### config.mk
export PLATFORM = sky130hd
export DESIGN_NAME = flag_branch_unit
export DESIGN_NICKNAME = d
export VERILOG_FILES = /design/src/rtl/flag_branch_unit.sv
export SDC_FILE = /design/constraint.sdc
export NUM_CORES = 1
export LEC_CHECK = 0
export CORE_AREA = 3 3 40 42
export CTS_BUF_LIST = sky130_fd_sc_hd__clkbuf_16
export CTS_CLUSTER_SIZE = 16
export DETAILED_ROUTE_END_ITERATION = 7
export DIE_AREA = 0 0 43 45
export GPL_TIMING_DRIVEN = 0
export PLACE_DENSITY_LB_ADDON = 0.15
export SETUP_SLACK_MARGIN = 0.5
export SKIP_CTS_REPAIR_TIMING = 1
export SLEW_MARGIN = 20
export SYNTH_ARGS = -nofsm -noshare
export SYNTH_HDL_FRONTEND = slang
export SYNTH_SLANG_ARGS = --single-unit
### constraint.sdc
create_clock -name clk -period 2.7 [get_ports clk]
set_input_delay 0.675 -clock clk [delete_from_list [all_inputs] [get_ports clk]]
set_output_delay 0.675 -clock clk [all_outputs]
set_load 0.02 [all_outputs]
### src/rtl/flag_branch_unit.sv
// Condition-flag register and branch resolution for the 16-bit WISC pipeline.
// Flags are captured from EX per opcode; ID branches see the flags being written this cycle.
module flag_branch_unit (
    input  logic        clk,
    input  logic        rst,
    input  logic        ex_valid,
    input  logic [3:0]  ex_opcode,
    input  logic [15:0] ex_result,
    input  logic        ex_ovfl,
    input  logic        stall,
    input  logic        flush,
    input  logic        id_br_valid,
    input  logic [2:0]  id_ccc,
    output logic        flag_z,
    output logic        flag_v,
    output logic        flag_n,
    output logic        br_taken,
    output logic        halted
);

    typedef enum logic [0:0] {
        ST_RUN    = 1'b0,
        ST_HALTED = 1'b1
    } state_t;

    state_t state_r;
    state_t state_nxt_s;
    logic   we_s;
    logic   z_nxt_s;
    logic   v_nxt_s;
    logic   n_nxt_s;
    logic   cond_s;

    function automatic logic eval_cond(input logic [2:0] ccc, input logic z, input logic n,
                                       input logic v);
        logic taken;
        case (ccc)
            3'b000:  taken = ~z;
            3'b001:  taken = z;
            3'b010:  taken = ~z & ~n;
            3'b011:  taken = n;
            3'b100:  taken = z | (~z & ~n);
            3'b101:  taken = n | z;
            3'b110:  taken = v;
            3'b111:  taken = 1'b1;
            default: taken = 1'b0;
        endcase
        return taken;
    endfunction

    assign we_s = ex_valid & ~stall & ~flush & (state_r == ST_RUN);

    // Next-state flags and run/halt state; also feeds the same-cycle branch bypass.
    always_comb begin
        z_nxt_s     = flag_z;
        v_nxt_s     = flag_v;
        n_nxt_s     = flag_n;
        state_nxt_s = state_r;
        if (we_s) begin
            case (ex_opcode)
                4'b0000, 4'b0001: begin
                    z_nxt_s = (ex_result == 16'h0000);
                    n_nxt_s = ex_result[15];
                    v_nxt_s = ex_ovfl;
                end
                4'b0010, 4'b0100, 4'b0101, 4'b0110: begin
                    z_nxt_s = (ex_result == 16'h0000);
                end
                4'b1111: begin
                    state_nxt_s = ST_HALTED;
                end
                default: begin
                    z_nxt_s = flag_z;
                end
            endcase
        end else begin
            state_nxt_s = state_r;
        end
    end

    // Branch decision from next-state flags, gated by a real branch in ID.
    always_comb begin
        cond_s   = eval_cond(id_ccc, z_nxt_s, n_nxt_s, v_nxt_s);
        br_taken = id_br_valid & cond_s;
    end

    // Architectural flag and halt registers.
    always_ff @(posedge clk) begin
        if (rst) begin
            state_r <= ST_RUN;
            flag_z  <= 1'b0;
            flag_v  <= 1'b0;
            flag_n  <= 1'b0;
            halted  <= 1'b0;
        end else begin
            state_r <= state_nxt_s;
            flag_z  <= z_nxt_s;
            flag_v  <= v_nxt_s;
            flag_n  <= n_nxt_s;
            halted  <= (state_nxt_s == ST_HALTED);
        end
    end

endmodule

==> impl_metrics.ini, run 1 <==
[run_status]
status = complete, but fails checks
violations = setup timing

[yosys]
synthMuxAreaShare = 0
synth_fa_ha_area_frac = 0
synth_area_um2 = 336.6
synth_area_leaders = dfxtp_1 (24%), nor4_1 (7.4%), o21ai_2 (5.2%)
synth_top_family_by_area = simple AND/OR/NAND/NOR gates
syn_nets = 72
synth-xor-area-share = 0.02602
synth_cells = 42
synth_warnings = 0
yosysSeqAreaShare = 0.2379
synth-simple-area-share = 0.4201
synth_top_flop_cell = dfxtp_1
synthArstFlopShare = 0
synth_cell_types = 26
synth_top_area_cell = dfxtp_1
synth_compound_area_frac = 0.2937
synth-seq-cells = 4
netlist.area_leader.share = 0.2379
synth_edf_count = 0
syn_area_per_cell_um2 = 8.014

[critical_path]
worstRegToRegCells = 4
r2r_start = state_r
rrSetupSlack_ps = 1220
r2r_end = flag_n
required_ps = 2030
arrival_ps = 2180
crit_type = in -> out
startpoint_type = primary input
cp-endpoint = br_taken
cp-startpoint = ex_opcode[2]
endpoint_kind = output port
crit_fanout = 4

[power]
ir_drop_v = 0.0002181
p_leak_nw = 0.4882
totalPowerFinal_uw = 357.3
power.density_nw_per_um2 = 406.2

[placement]
placed_cells = 91
gp_congestion = 0.7002
io_buffer_count = 34
post-place-ws_ps = -990.1
placed_cell_area_um2 = 708.2
hpwlAfterDp_um = 1005

[sta]
worst_slew_pin_slew_ps = 306.6
finalSetupTns_ps = -150.1
hold_ws_ps = 484.1
fmax_ghz = 0.3509
fin_skew_ps = 0.3782
setup_violations = 1
fin_crit_sh = 1.056
max_slew_margin = 0.7939
rsz0062_at_grt = yes
fin_crit_ps = 2850
hold_viol = 0
slew_violations = 0
setup_slack_ps = -150.1

[cells_and_area]
nNetsFinal = 111
final_cells = 94
postLayoutCoreUtil = 0.6845
final_layout_size_suffix_gt1_frac = 0.2911
diodes = 0
fin_area_um2 = 879.6
nFillCells = 107
syn2layout_area_growth_pct = 161.3

[routing]
first_pass_iters = 2
route.detailed.drc = 0
routed_wl_um = 1367
via_count = 490
vias_per_cell = 5.213
drt_iter0_markers = 3
ant_nets = 0
wl_per_cell_um = 14.54

[global_routing]
grt_pass1_vias = 490
grt_overflow_total = 0
gr-usage-all-layers = 0.1399
antenna_found_initial = 0
grt_pass1_wl_um = 2014
grt_max_degree = 6

[cts]
clkTransAtPathRegs_ps = 30
numClockSinks = 4
clk_latency_ps = 220
clock_path_buffers = 2
cts_buffers = 3
h-tree-depth = 1
cts_tree = yes
root_buffer = clkbuf_16

[flow_run]
drv_cap = 0

[floorplanning]
placementRows = 13
ios = 35
start_util = 0.2619
die_h_um = 45
core_area_um2 = 1285
dieArea_um2 = 1935
die_x_um = 43

[hold_path]
hold_class = reg -> reg
==> area by class of cell <==
class | count | area, µm² | area share
Tap cell | 15 | 18.77 | 0.02134
Inverter | 2 | 7.507 | 0.008535
Multi-Input combinational cell | 36 | 309.0 | 0.3514
Sequential cell | 4 | 80.08 | 0.09104
Clock buffer | 3 | 75.07 | 0.08535
Timing Repair Buffer | 34 | 389.1 | 0.4424
==> sequential cells by signal, indices dropped and copies added, names as in the netlist <==
register,count
flag_n,1
state_r,1
flag_v,1
flag_z,1
==> metal layers <==
| layer | vias to the layer above | wire length [µm] | global-route usage |
|---|---|---|---|
| li1 | 245 | - | - |
| met1 | 223 | 523 | 0.1494 |
| met2 | 22 | 760 | 0.2605 |
| met3 | 0 | 83 | 0.02789 |
| met4 | 0 | 0 | 0.07229 |
| met5 | - | 0 | 0 |
==> kinds of logic after synthesis <==
group,after synthesis
buf+inv,2
xor+xnor,1
compound gates,13
flops,4
simple gates,22
==> worst max-delay path: stages <==
cell,delay [ps]
buf_8,100
or4_4,540
o21ai_4,210
a21oi_2,80
a311oi_2,280
o221ai_2,120
buf_4,160
==> placed cells by master, fill, tap and decap left out, types with 2 or more instances in the layout <==
| cell | n |
|---|---|
| dlymetal6s2s_1 | 20 |
| clkdlybuf4s50_1 | 10 |
| nor4_2 | 4 |
| dfxtp_1 | 4 |
| nand3_1 | 3 |
| nor2_1 | 3 |
| clkbuf_16 | 3 |
| inv_1 | 2 |
| nand2_1 | 2 |
| a21oi_1 | 2 |
==> synthesized netlist by cell type, types with 2 or more instances <==
cell type / number
a21oi_1: 3
nor4_1: 4
inv_1: 2
o21ai_2: 2
dfxtp_1: 4
nand2_1: 2
nor3b_1: 2
nand3_1: 3
nor2_1: 3
==> worst min-delay path by stage <==
stage | start | to | cells past startpoint
global route | flag_v | flag_v | 2
CTS | flag_v | flag_v | 2
detailed placement | flag_v | flag_v | 2
finish | flag_v | flag_v | 2
floorplan | flag_v | flag_v | 2
global placement | flag_v | flag_v | 2
==> power by group <==
| group | switching (mW) | internal, mW |
|---|---|---|
| clock network | 0.0378 | 0.189 |
| logic | 0.0254 | 0.0449 |
| registers | 0.000350 | 0.0599 |
| total | 0.0636 | 0.294 |
(Power assumes the default switching activity.)
==> run 2, diff against run 1 <==
--- a/config.mk
+++ b/config.mk
@@ -5,6 +5,7 @@
 export SDC_FILE = /design/constraint.sdc
 export NUM_CORES = 1
 export LEC_CHECK = 0
+export CAP_MARGIN = 10
 export CORE_AREA = 3 3 40 42
 export CTS_BUF_LIST = sky130_fd_sc_hd__clkbuf_16
 export CTS_CLUSTER_SIZE = 16
==> results of run 2 <==
Same layout as run 1: the final DEF is identical, and so are final timing and power.
